<file path="config.mk">
export PLATFORM = sky130hd
export DESIGN_NAME = jace_video_gen_flat
export DESIGN_NICKNAME = d
export VERILOG_FILES = /design/src/rtl/jace_video_pkg.sv /design/src/rtl/jace_video_if.sv /design/src/rtl/jace_video_timing.sv /design/src/rtl/jace_video_gen.sv /design/src/flat_wrapper.sv
export SDC_FILE = /design/constraint.sdc
export NUM_CORES = 1
export LEC_CHECK = 0
export BUFFER_PORTS_ARGS = -buffer_cell sky130_fd_sc_hd__buf_2
export CORE_MARGIN = 5
export CORE_UTILIZATION = 54
export CTS_CLUSTER_SIZE = 20
export DETAILED_ROUTE_END_ITERATION = 6
export GPL_TIMING_DRIVEN = 0
export PLACE_DENSITY = 0.79
export SLEW_MARGIN = 0
export SYNTH_ARGS = -nofsm -noshare
export SYNTH_HDL_FRONTEND = slang
export SYNTH_SLANG_ARGS = --single-unit
</file>
<file path="constraint.sdc">
create_clock -name clk -period 3.2 [get_ports clk]
set_clock_uncertainty 0.15 [all_clocks]
set_input_delay 0.48 -clock clk [delete_from_list [all_inputs] [get_ports clk]]
set_output_delay 0.48 -clock clk [all_outputs]
set_load 0.02 [all_outputs]
</file>
<file path="src/rtl/jace_video_pkg.sv">
// Shared timing defaults, colour type and address-width helper for the Ace-style video generator.
package jace_video_pkg;

    localparam int H_TOTAL_DEF  = 416;
    localparam int V_TOTAL_DEF  = 312;
    localparam int COLS_DEF     = 32;
    localparam int ROWS_DEF     = 24;
    localparam int CHAR_H_DEF   = 8;
    localparam int HS_START_DEF = 310;
    localparam int HS_END_DEF   = 342;
    localparam int VS_START_DEF = 248;
    localparam int VS_END_DEF   = 255;
    localparam int HB_START_DEF = 296;
    localparam int HB_END_DEF   = 376;
    localparam int VB_START_DEF = 240;
    localparam int VB_END_DEF   = 264;
    localparam int SCR_AW_DEF   = 10;

    // Colour bits ordered {g, r, b}
    typedef logic [2:0] colour_t;

    // char_addr is {code[6:0], scanline-in-row}
    function automatic int char_aw(input int char_h);
        return 7 + $clog2(char_h);
    endfunction

endpackage

</file>
<file path="src/rtl/jace_video_if.sv">
// Video RAM port bundle: screen/char RAM addresses out, RAM data and cell attribute back in.
interface jace_video_if
    import jace_video_pkg::*;
#(
    parameter int SCR_AW  = SCR_AW_DEF,
    parameter int CHAR_AW = char_aw(CHAR_H_DEF)
);
    logic [SCR_AW-1:0]  screen_addr;
    logic [7:0]         screen_data;
    logic [CHAR_AW-1:0] char_addr;
    logic [7:0]         char_data;
    logic [5:0]         attr_data;

    modport master (
        output screen_addr,
        output char_addr,
        input  screen_data,
        input  char_data,
        input  attr_data
    );

    modport slave (
        input  screen_addr,
        input  char_addr,
        output screen_data,
        output char_data,
        output attr_data
    );
endinterface

</file>
<file path="src/rtl/jace_video_timing.sv">
// Line/frame counters, sync/blank decode, active flag and screen row-base accumulator.
// Optional JACE_VIDEO_FLASH_EN adds a 5-bit frame counter driving flash_o.
module jace_video_timing
    import jace_video_pkg::*;
#(
    parameter int H_TOTAL  = H_TOTAL_DEF,
    parameter int V_TOTAL  = V_TOTAL_DEF,
    parameter int COLS     = COLS_DEF,
    parameter int ROWS     = ROWS_DEF,
    parameter int CHAR_H   = CHAR_H_DEF,
    parameter int HS_START = HS_START_DEF,
    parameter int HS_END   = HS_END_DEF,
    parameter int VS_START = VS_START_DEF,
    parameter int VS_END   = VS_END_DEF,
    parameter int HB_START = HB_START_DEF,
    parameter int HB_END   = HB_END_DEF,
    parameter int VB_START = VB_START_DEF,
    parameter int VB_END   = VB_END_DEF,
    parameter int SCR_AW   = SCR_AW_DEF,
    localparam int HW      = $clog2(H_TOTAL),
    localparam int SLW     = (CHAR_H > 1) ? $clog2(CHAR_H) : 1
) (
    input  logic              clk,
    input  logic              reset_n,
    output logic [HW-1:0]     hcnt_o,
    output logic [SCR_AW-1:0] row_base_o,
    output logic [SLW-1:0]    fetch_sl_o,
    output logic              viden_o,
    output logic              hsync_n_o,
    output logic              vsync_n_o,
    output logic              blank_o,
    output logic              flash_o
);
    localparam int VW = $clog2(V_TOTAL);

    localparam logic [HW-1:0]     H_LAST = HW'(H_TOTAL - 1);
    localparam logic [HW-1:0]     H_WIN  = HW'(H_TOTAL - 3);
    localparam logic [HW-1:0]     H_RB   = HW'(H_TOTAL - 4);
    localparam logic [HW-1:0]     H_ACT  = HW'(COLS * 8);
    localparam logic [HW-1:0]     HS_S   = HW'(HS_START);
    localparam logic [HW-1:0]     HS_E   = HW'(HS_END);
    localparam logic [HW-1:0]     HB_S   = HW'(HB_START);
    localparam logic [HW-1:0]     HB_E   = HW'(HB_END);
    localparam logic [VW-1:0]     V_LAST = VW'(V_TOTAL - 1);
    localparam logic [VW-1:0]     V_ACT  = VW'(ROWS * CHAR_H);
    localparam logic [VW-1:0]     VS_S   = VW'(VS_START);
    localparam logic [VW-1:0]     VS_E   = VW'(VS_END);
    localparam logic [VW-1:0]     VB_S   = VW'(VB_START);
    localparam logic [VW-1:0]     VB_E   = VW'(VB_END);
    localparam logic [SLW-1:0]    SL_LAST = SLW'(CHAR_H - 1);
    localparam logic [SCR_AW-1:0] COLS_A  = SCR_AW'(COLS);

    logic [HW-1:0]     hcnt_q;
    logic [VW-1:0]     vcnt_q;
    logic [SCR_AW-1:0] row_base_q;
    logic              row_last;

    assign row_last = (CHAR_H == 1) || (vcnt_q[SLW-1:0] == SL_LAST);

    always_ff @(posedge clk) begin
        if (!reset_n) begin
            hcnt_q     <= '0;
            vcnt_q     <= '0;
            row_base_q <= '0;
        end else begin
            if (hcnt_q == H_LAST) begin
                hcnt_q <= '0;
                vcnt_q <= (vcnt_q == V_LAST) ? '0 : vcnt_q + 1'b1;
            end else begin
                hcnt_q <= hcnt_q + 1'b1;
            end
            // Advance just before the cell-0 prefetch so it already sees the next row
            if (vcnt_q == V_LAST)
                row_base_q <= '0;
            else if (hcnt_q == H_RB && vcnt_q < V_ACT && row_last)
                row_base_q <= row_base_q + COLS_A;
        end
    end

    generate
        if (CHAR_H > 1) begin : g_sl
            logic [SLW-1:0] next_sl;
            assign next_sl    = (vcnt_q == V_LAST) ? '0 : vcnt_q[SLW-1:0] + 1'b1;
            assign fetch_sl_o = (hcnt_q >= H_WIN) ? next_sl : vcnt_q[SLW-1:0];
        end else begin : g_nosl
            assign fetch_sl_o = 1'b0;
        end
    endgenerate

`ifdef JACE_VIDEO_FLASH_EN
    logic [4:0] flash_q;
    always_ff @(posedge clk) begin
        if (!reset_n)
            flash_q <= '0;
        else if (hcnt_q == H_LAST && vcnt_q == V_LAST)
            flash_q <= flash_q + 1'b1;
    end
    assign flash_o = flash_q[4];
`else
    assign flash_o = 1'b0;
`endif

    assign hcnt_o     = hcnt_q;
    assign row_base_o = row_base_q;
    assign viden_o    = (hcnt_q < H_ACT) && (vcnt_q < V_ACT);
    assign hsync_n_o  = !(hcnt_q >= HS_S && hcnt_q <= HS_E);
    assign vsync_n_o  = !(vcnt_q >= VS_S && vcnt_q <= VS_E);
    assign blank_o    = (hcnt_q >= HB_S && hcnt_q < HB_E) || (vcnt_q >= VB_S && vcnt_q < VB_E);

endmodule

</file>
<file path="src/rtl/jace_video_gen.sv">
// Ace-style video generator: cell prefetch, pixel shifter, attribute colour, border and CPU contention.
// Define JACE_VIDEO_FLASH_EN to make inverse cells flash from a frame counter.
module jace_video_gen
    import jace_video_pkg::*;
#(
    parameter int H_TOTAL  = H_TOTAL_DEF,
    parameter int V_TOTAL  = V_TOTAL_DEF,
    parameter int COLS     = COLS_DEF,
    parameter int ROWS     = ROWS_DEF,
    parameter int CHAR_H   = CHAR_H_DEF,
    parameter int HS_START = HS_START_DEF,
    parameter int HS_END   = HS_END_DEF,
    parameter int VS_START = VS_START_DEF,
    parameter int VS_END   = VS_END_DEF,
    parameter int HB_START = HB_START_DEF,
    parameter int HB_END   = HB_END_DEF,
    parameter int VB_START = VB_START_DEF,
    parameter int VB_END   = VB_END_DEF,
    parameter int SCR_AW   = SCR_AW_DEF
) (
    input  logic               clk,
    input  logic               reset_n,
    input  logic               cpu_vram_req,
    jace_video_if.master       vram,
    input  logic [2:0]         border,
    output logic               wait_n,
    output logic               int_n,
    output logic               r,
    output logic               g,
    output logic               b,
    output logic               hsync,
    output logic               vsync,
    output logic               blank,
    output logic               viden
);
    localparam int HW  = $clog2(H_TOTAL);
    localparam int SLW = (CHAR_H > 1) ? $clog2(CHAR_H) : 1;
    localparam logic [HW-1:0]     H_WIN  = HW'(H_TOTAL - 3);
    localparam logic [SCR_AW-1:0] COLS_A = SCR_AW'(COLS);

    logic [HW-1:0]     hcnt;
    logic [SCR_AW-1:0] row_base;
    logic [SLW-1:0]    fetch_sl;
    logic              viden_c, hsync_c, vsync_c, blank_c, flash;

    jace_video_timing #(
        .H_TOTAL (H_TOTAL),  .V_TOTAL (V_TOTAL),  .COLS    (COLS),
        .ROWS    (ROWS),     .CHAR_H  (CHAR_H),   .HS_START(HS_START),
        .HS_END  (HS_END),   .VS_START(VS_START), .VS_END  (VS_END),
        .HB_START(HB_START), .HB_END  (HB_END),   .VB_START(VB_START),
        .VB_END  (VB_END),   .SCR_AW  (SCR_AW)
    ) u_timing (
        .clk       (clk),
        .reset_n   (reset_n),
        .hcnt_o    (hcnt),
        .row_base_o(row_base),
        .fetch_sl_o(fetch_sl),
        .viden_o   (viden_c),
        .hsync_n_o (hsync_c),
        .vsync_n_o (vsync_c),
        .blank_o   (blank_c),
        .flash_o   (flash)
    );

    logic              in_win, fvalid;
    logic [2:0]        ph;
    logic [SCR_AW-1:0] fcol;
    logic [6:0]        code_sel;
    logic [7:0]        code_q, shift_q;
    logic              inv_q, wait_q, hsync_q, vsync_q, blank_q;
    colour_t           rgb_q, rgb_d, ink, paper;

    // Each cell is fetched during phases 5..7 of the cell before it; the end-of-line window fetches cell 0
    always_comb begin
        in_win = (hcnt >= H_WIN);
        if (in_win) begin
            ph   = 3'(hcnt - H_WIN) + 3'd5;
            fcol = '0;
        end else begin
            ph   = hcnt[2:0];
            fcol = SCR_AW'(hcnt[HW-1:3]) + 1'b1;
        end
        fvalid = (fcol < COLS_A);
    end

    assign vram.screen_addr = row_base + fcol;
    assign code_sel = (ph == 3'd6) ? vram.screen_data[6:0] : code_q[6:0];

    generate
        if (CHAR_H > 1) begin : g_caddr
            assign vram.char_addr = {code_sel, fetch_sl};
        end else begin : g_caddr_flat
            assign vram.char_addr = code_sel;
        end
    endgenerate

    assign ink   = vram.attr_data[5:3];
    assign paper = vram.attr_data[2:0];

    always_comb begin
        rgb_d = border;
        if (blank_c)
            rgb_d = '0;
        else if (viden_c)
            rgb_d = (shift_q[7] ^ (inv_q & ~flash)) ? ink : paper;
    end

    always_ff @(posedge clk) begin
        if (!reset_n) begin
            code_q  <= '0;
            shift_q <= '0;
            inv_q   <= 1'b0;
            wait_q  <= 1'b1;
            hsync_q <= 1'b1;
            vsync_q <= 1'b1;
            blank_q <= 1'b0;
            rgb_q   <= '0;
        end else begin
            if (ph == 3'd6)
                code_q <= vram.screen_data;
            if (ph == 3'd7) begin
                shift_q <= fvalid ? vram.char_data : 8'h00;
                inv_q   <= fvalid & code_q[7];
            end else begin
                shift_q <= {shift_q[6:0], 1'b0};
            end
            wait_q  <= !(cpu_vram_req && viden_c);
            hsync_q <= hsync_c;
            vsync_q <= vsync_c;
            blank_q <= blank_c;
            rgb_q   <= rgb_d;
        end
    end

    assign wait_n = wait_q;
    assign int_n  = vsync_q;
    assign vsync  = vsync_q;
    assign hsync  = hsync_q;
    assign blank  = blank_q;
    assign viden  = viden_c;
    assign g      = rgb_q[2];
    assign r      = rgb_q[1];
    assign b      = rgb_q[0];

endmodule

</file>
<file path="src/flat_wrapper.sv">
// flat-port wrapper written by rule: the top's interface ports become plain ports
module jace_video_gen_flat import jace_video_pkg::*;
#(
    parameter int H_TOTAL  = H_TOTAL_DEF,
    parameter int V_TOTAL  = V_TOTAL_DEF,
    parameter int COLS     = COLS_DEF,
    parameter int ROWS     = ROWS_DEF,
    parameter int CHAR_H   = CHAR_H_DEF,
    parameter int HS_START = HS_START_DEF,
    parameter int HS_END   = HS_END_DEF,
    parameter int VS_START = VS_START_DEF,
    parameter int VS_END   = VS_END_DEF,
    parameter int HB_START = HB_START_DEF,
    parameter int HB_END   = HB_END_DEF,
    parameter int VB_START = VB_START_DEF,
    parameter int VB_END   = VB_END_DEF,
    parameter int SCR_AW   = SCR_AW_DEF
)
  (clk, reset_n, cpu_vram_req, border, wait_n, int_n, r, g, b, hsync, vsync, blank, viden, vram_screen_addr, vram_char_addr, vram_screen_data, vram_char_data, vram_attr_data);
  jace_video_if #(.SCR_AW(SCR_AW), .CHAR_AW((char_aw(CHAR_H)))) vram_i ();
  input  logic clk;
  input  logic reset_n;
  input  logic cpu_vram_req;
  input  logic [2:0] border;
  output logic wait_n;
  output logic int_n;
  output logic r;
  output logic g;
  output logic b;
  output logic hsync;
  output logic vsync;
  output logic blank;
  output logic viden;
  output wire logic [$bits(vram_i.screen_addr)-1:0] vram_screen_addr;
  output wire logic [$bits(vram_i.char_addr)-1:0] vram_char_addr;
  input wire logic [$bits(vram_i.screen_data)-1:0] vram_screen_data;
  input wire logic [$bits(vram_i.char_data)-1:0] vram_char_data;
  input wire logic [$bits(vram_i.attr_data)-1:0] vram_attr_data;
  assign vram_screen_addr = vram_i.screen_addr;
  assign vram_char_addr = vram_i.char_addr;
  assign vram_i.screen_data = vram_screen_data;
  assign vram_i.char_data = vram_char_data;
  assign vram_i.attr_data = vram_attr_data;
  jace_video_gen #(.H_TOTAL(H_TOTAL), .V_TOTAL(V_TOTAL), .COLS(COLS), .ROWS(ROWS), .CHAR_H(CHAR_H), .HS_START(HS_START), .HS_END(HS_END), .VS_START(VS_START), .VS_END(VS_END), .HB_START(HB_START), .HB_END(HB_END), .VB_START(VB_START), .VB_END(VB_END), .SCR_AW(SCR_AW)) u_core (.clk(clk), .reset_n(reset_n), .cpu_vram_req(cpu_vram_req), .vram(vram_i), .border(border), .wait_n(wait_n), .int_n(int_n), .r(r), .g(g), .b(b), .hsync(hsync), .vsync(vsync), .blank(blank), .viden(viden));
endmodule
</file>
==> flow_metrics.env, run 1 <==
export IMPL_status="complete, no violations"
export IMPL_cts_tree="done"
export IMPL_die_x_um=79.9
export IMPL_core_region_area_um2=4720
export IMPL_seqCellArea_um2=963
export IMPL_multi_input_area_um2=1620
export IMPL_seq_area_frac_synth_pct=35.7
export IMPL_irDropWorstVdd_v=0.000184
export IMPL_synth_edff_count=0
export IMPL_die_h_um=79.9
export IMPL_grt_pass1_wl_um=10600
export IMPL_root_buffer="clkbuf_8"
export IMPL_crit_type="reg -> out"
export IMPL_ctsHoldBuffers=0
export IMPL_nets=411
export IMPL_synthCells=293
export IMPL_clk_pin_slew_worst_paths_ns=0.09
export IMPL_wl_per_cell_um=15.3
export IMPL_end_kind="output pin"
export IMPL_start_kind="flop"
export IMPL_finalWeightedCongestion=0.880
export IMPL_relSlewSlack_pct=64.1
export IMPL_grt_pass1_vias=2397
export IMPL_r2r_slack_ns=0.94
export IMPL_start_util_pct=55.8
export IMPL_hold_viol_final=0
export IMPL_ys_ff_latch=47
export IMPL_drive_gt1_share_pct=33.2
export IMPL_syn_to_final_growth_pct=25.7
export IMPL_syn_area_per_cell_um2=9.00
export IMPL_maxCapViolCount=0
export IMPL_p_leak_uw=0.00140
export IMPL_final_util_pct=70.1
export IMPL_layout_common_cells="buf_2 (58), dfxtp_1 (41), nand2_1 (25)"
export IMPL_cts_num_sinks=47
export IMPL_antenna_found_initial=0
export IMPL_synth_flop_cell="dfxtp_1"
export IMPL_nFillCells=371
export IMPL_grt_remaining_overflow=0
export IMPL_worstReg2RegEnd="u_core.u_timing.vcnt_q[7]"
export IMPL_slew_violations=0
export IMPL_power_density_nw_per_um2=360
export IMPL_drc=0
export IMPL_synthTopCellsByArea="dfxtp_1 (36%), ha_1 (7.6%), nand2_1 (3.6%), mux2_2 (3.4%), nand3_1 (3.0%)"
export IMPL_hpwlAfterDp_um=4350
export IMPL_tightest_slew_ns=0.537
export IMPL_crit_fanout=9
export IMPL_final_cells=434
export IMPL_drt_wl_total_um=6630
export IMPL_syn_nets=338
export IMPL_drtIter0Drc=169
export IMPL_die_area_um2=6380
export IMPL_ios=57
export IMPL_rsz0062_at_grt="yes"
export IMPL_cp_startpoint="u_core.u_timing.hcnt_o[4]"
export IMPL_async_flop_share_pct=0
export IMPL_reg2reg_from="u_core.u_timing.hcnt_o[1]"
export IMPL_ant_nets=0
export IMPL_cp_required_ns=2.57
export IMPL_timing_setup_tns_ns=0
export IMPL_period_needed_ns=3.16
export IMPL_grt_max_degree=15
export IMPL_max_freq_ghz=0.316
export IMPL_yosys_area_top_type="dfxtp_1"
export IMPL_endpoint="vram_screen_addr[9]"
export IMPL_grt_total_usage_pct=20.6
export IMPL_cts_buffer_depth=2
export IMPL_cp_data_arrival_time_ns=2.53
export IMPL_clk_latency_ns=0.30
export IMPL_diodes=0
export IMPL_io_buffers=55
export IMPL_finalSetupViolCount=0
export IMPL_ys_types=55
export IMPL_rr_worst_depth=7
export IMPL_fin_crit_sh_pct=98.9
export IMPL_vias_per_cell=5.59
export IMPL_cts_htree_levels=2
export IMPL_cts_inserted_buffers=5
export IMPL_drtPass1Iterations=5
export IMPL_dp_cells=415
export IMPL_syn_area_um2=2640
export IMPL_yosysWarnings=0
export IMPL_rows=25
export IMPL_num_vias=2426
export IMPL_final_common_cell="buf_2"
export IMPL_netlist_area_leader_share_pct=35.7
export IMPL_hp_class="in -> reg"
logic make-up (layout without fill, tap and decap cells):
| group | Yosys count | count (layout) | synth area share (%) |
|---|---|---|---|
| other | 2 | 2 | 0.285 |
| AND/OR/NAND/NOR | 115 | 115 | 25.2 |
| buffers and inverters | 31 | 105 | 5.17 |
| AO/OA/AOI/OAI | 54 | 54 | 15.3 |
| flip-flops | 47 | 47 | 35.7 |
| XOR/XNOR | 12 | 12 | 3.99 |
| adder cells (fa/ha/maj) | 17 | 17 | 8.35 |
| multiplexers | 15 | 15 | 6.08 |
critical path, stage by stage (launching register included):
cell	delay, ns
dfxtp_4	0.40
ha_4	0.19
o211a_1	0.18
nor4_4	0.18
nor2_2	0.10
a21oi_2	0.14
ha_2	0.21
inv_2	0.04
fa_2	0.37
nor2_2	0.12
xor2_1	0.14
buf_4	0.16
layout make-up:
type	count	area share [%]
multi-input cells	215	48.8
flip-flops and latches	47	29.1
repair buffers	67	11.2
plain buffers	14	2.53
well taps	67	2.53
clock buffers	6	2.19
clock inverters	2	1.81
inverters	16	1.81
power breakdown:
part	leakage, uW	switching, uW	internal, uW
Sequential	0.000385	4.97	588
Combinational	0.000954	48.0	38.1
Clock	0.0000654	203	312
through the flow:
step | cell area, um2 | hold WS [ns] | total power, uW | worst slack, ns
3_3_place_gp | 3000 | 0.293 | 684 | -0.152
4_1_cts | 3230 | 0.216 | 1200 | 0.0306
5_1_grt | 3310 | 0.223 | 1230 | -0.0354
2_1_floorplan | 2640 | 0.279 | 653 | 0.0645
6_report | 3310 | 0.210 | 1190 | 0.0357
3_5_place_dp | 3000 | 0.297 | 686 | -0.189
registers in the layout, indices dropped and copies added (netlist names):
signal and count:
u_core.blank 1, u_core.code_q 8, u_core.hsync 1, u_core.int_n 1, u_core.inv_q 1, u_core.rgb_q 3, u_core.shift_q 8, u_core.u_timing.hcnt_o 9
u_core.u_timing.row_base_o 5, u_core.u_timing.vcnt_q 9, u_core.wait_n 1
cells in the mapped netlist (all sizes together), types with 2 or more instances:
master	n
dfxtp	47
nand2	25
nor2	19
o21ai	18
ha	16
inv	16
nand3	16
and2	11
buf	9
xnor2	9
a21oi	8
mux2	8
nand3b	8
mux2i	7
nand4	7
clkbuf	6
and3	5
nor4	5
a21boi	4
a21o	4
nor2b	4
or3	4
a211oi	3
o211ai	3
xor2	3
and4	2
conb	2
nor3	2
nor3b	2
o311ai	2
o31ai	2
or4	2
worst min path at each step:
stage          slack (ns)              start                 to  cells past startpoint
6_report             0.21       cpu_vram_req      u_core.wait_n                      2
5_1_grt              0.22       cpu_vram_req      u_core.wait_n                      2
4_1_cts              0.22       cpu_vram_req      u_core.wait_n                      2
3_5_place_dp         0.30  u_core.shift_q[5]  u_core.shift_q[6]                      2
3_3_place_gp         0.29  u_core.shift_q[3]  u_core.shift_q[4]                      2
2_1_floorplan        0.28   u_core.code_q[7]       u_core.inv_q                      2
routing by layer:
layer | GRT usage, % | vias up | part of all wire, %
met5 | 0 | - | 0
met4 | 7.09 | 0 | 1.6
met3 | 3.84 | 14 | 8.5
met2 | 36.7 | 112 | 47
met1 | 24.5 | 1120 | 43
li1 | - | 1180 | -
repair_timing:
action                     in CTS  in global routing
pin swaps                       3                  5
buffers inserted                6                  6
gates resized for setup        22                 15
cloned                          0                  0
setup endpoints to repair       4                  2
Note: power is estimated with default switching activity, not from simulation.
==> run 2, diff against run 1 <==
--- a/config.mk
+++ b/config.mk
@@ -12,6 +12,7 @@
 export DETAILED_ROUTE_END_ITERATION = 6
 export GPL_TIMING_DRIVEN = 0
 export PLACE_DENSITY = 0.79
+export REMOVE_ABC_BUFFERS = 1
 export SLEW_MARGIN = 0
 export SYNTH_ARGS = -nofsm -noshare
 export SYNTH_HDL_FRONTEND = slang
==> run 2 against run 1 <==
Net effect: combinational power decreased by 9.5%; sequential share of layout area rose by 1.4 points; first-iteration DRC count fell by 43%; final area shrank 5.2%; cell count is 4.6% lower; non-clock buffer count down 20; largest power group unchanged; highest routed layer unchanged.
==> flow_metrics.env, run 2 (same netlist as run 1, synthesis figures left out) <==
export IMPL_core_region_area_um2=4720
export IMPL_cp_top_family="adder cells"
export IMPL_drive_gt1_share_pct=31.1
export IMPL_irDropWorstVdd_v=0.000184
export IMPL_clk_pin_slew_worst_paths_ns=0.09
export IMPL_grt_pass1_vias=2023
export IMPL_relSlewSlack_pct=51.2
export IMPL_cp_required_ns=2.57
export IMPL_cp_startpoint="u_core.u_timing.hcnt_o[1]"
export IMPL_cts_inserted_buffers=5
export IMPL_grt_total_usage_pct=17.9
export IMPL_cts_htree_levels=2
export IMPL_grt_pass1_wl_um=9140
export IMPL_dp_cells=401
export IMPL_vias_per_cell=5.34
export IMPL_power_density_nw_per_um2=336
export IMPL_num_vias=2211
export IMPL_ios=57
export IMPL_drt_wl_total_um=5640
export IMPL_root_buffer="clkbuf_8"
export IMPL_status="complete, no violations"
export IMPL_rows=25
export IMPL_finalSetupViolCount=0
export IMPL_drc=0
export IMPL_syn_to_final_growth_pct=19.2
export IMPL_start_util_pct=55.8
export IMPL_cts_tree="done"
export IMPL_slew_violations=0
export IMPL_rr_worst_depth=4
export IMPL_tightest_slew_ns=0.732
export IMPL_hpwlAfterDp_um=4020
export IMPL_clk_latency_ns=0.31
export IMPL_nFillCells=413
export IMPL_drtPass1Iterations=4
export IMPL_wl_per_cell_um=13.6
export IMPL_maxCapViolCount=0
export IMPL_rsz0062_at_grt="yes"
export IMPL_grt_max_degree=46
export IMPL_crit_type="reg -> out"
export IMPL_grt_remaining_overflow=0
export IMPL_ant_nets=0
export IMPL_diodes=0
export IMPL_cp_depth=12
export IMPL_cts_buffer_depth=2
export IMPL_p_leak_uw=0.00130
export IMPL_holdWs_ns=0.212
export IMPL_io_buffers=56
export IMPL_cts_num_sinks=47
export IMPL_final_common_cell="buf_2"
export IMPL_nets=391
export IMPL_crit_path_top_delay_cell="dfxtp_4"
export IMPL_period_needed_ns=3.18
export IMPL_endpoint="vram_screen_addr[9]"
export IMPL_p_total_uw=1060
export IMPL_die_x_um=79.9
export IMPL_final_cells=414
export IMPL_crit_fanout=3
export IMPL_crit_chain="inv_4, ha_4, and4_4, nor4_4, nor2_4, a21oi_2, ha_2, inv_2, fa_2, nor2_2, xor2_1, buf_4"
export IMPL_finalWeightedCongestion=0.817
export IMPL_die_h_um=79.9
export IMPL_slowest_delay_ns=0.38
export IMPL_start_kind="flop"
export IMPL_hold_viol_final=0
export IMPL_layout_common_cells="buf_2 (55), dfxtp_1 (40), nand2_1 (25)"
export IMPL_r2r_slack_ns=0.81
export IMPL_max_freq_ghz=0.315
export IMPL_drtIter0Drc=97
export IMPL_antenna_found_initial=0
export IMPL_die_area_um2=6380
export IMPL_end_kind="output pin"
export IMPL_reg2reg_from="u_core.u_timing.hcnt_o[2]"
export IMPL_worstReg2RegEnd="u_core.u_timing.vcnt_q[6]"
export IMPL_crit_buf_inv=3
export IMPL_fin_crit_sh_pct=99.4
export IMPL_cp_data_arrival_time_ns=2.55
export IMPL_hp_class="in -> reg"
-- run 2: cell types whose count changed in the layout (fill, tap and decap cells not counted), moves of 2 or more --
cell       change
dfxtp_2        +4
dfxtp_4        -3
buf_2          -3
clkbuf_1       -6
buf_4         -11
bufinv_16      -2
inv_2          -2
-- run 2: how the worst min path moves through the flow --
stage | from | end | cells after the start
3_3_place_gp | u_core.shift_q[2] | u_core.shift_q[3] | 2
3_5_place_dp | u_core.code_q[7] | u_core.inv_q | 2
4_1_cts | cpu_vram_req | u_core.wait_n | 2
5_1_grt | cpu_vram_req | u_core.wait_n | 2
6_report | cpu_vram_req | u_core.wait_n | 2
2_1_floorplan | u_core.code_q[7] | u_core.inv_q | 2
-- run 2: final cells by class --
cell class	instances	area, um2	area share, %
repair buffers	61	324	10.3
multi-input cells	215	1620	51.4
inverters	16	62.6	1.99
clock buffers	6	82.6	2.63
well taps	67	83.8	2.67
clock inverters	2	16.3	0.518
flip-flops and latches	47	957	30.5
-- run 2: worst reg2reg max path: stages, from the launching register on --
cell     delay [ns]
dfxtp_1        0.60
and3_2         0.36
nand4_1        0.48
or4_1          0.64
o21ai_1        0.11
-- run 2: timing repair --
item,4_1_cts,5_1_grt
hold buffers,0,0
pin swaps,3,6
hold endpoints to repair,0,0
buffers inserted,3,3
gates resized for setup,15,13
setup endpoints to repair,4,2
-- run 2: report_power, final --
part           switching, uW  leakage [uW]  internal [uW]  total, uW
combinational           41.2      0.000870           36.6       77.8
sequential              8.25      0.000384            590        598
clock                    203     0.0000474            176        379
total                    252       0.00130            803       1060
-- run 2: per-layer routing --
layer,routed length [um],GRT usage [%],vias to the layer above
met5,0,0,-
met4,79,7.60,0
met3,318,3.61,7
met2,2680,28.7,57
met1,2570,23.2,1009
li1,-,-,1138
-- run 2: per-stage QoR --
step           instance area (um2)  TNS, ns  worst slack (ns)  util (%)
2_1_floorplan                 2560        0            0.0645         -
3_3_place_gp                  2920   -0.116            -0.116      61.9
3_5_place_dp                  2920   -0.189            -0.171      61.9
4_1_cts                       3090        0           0.00828      65.4
5_1_grt                       3140   -0.132            -0.132      66.5
6_report                      3140        0            0.0207      66.5
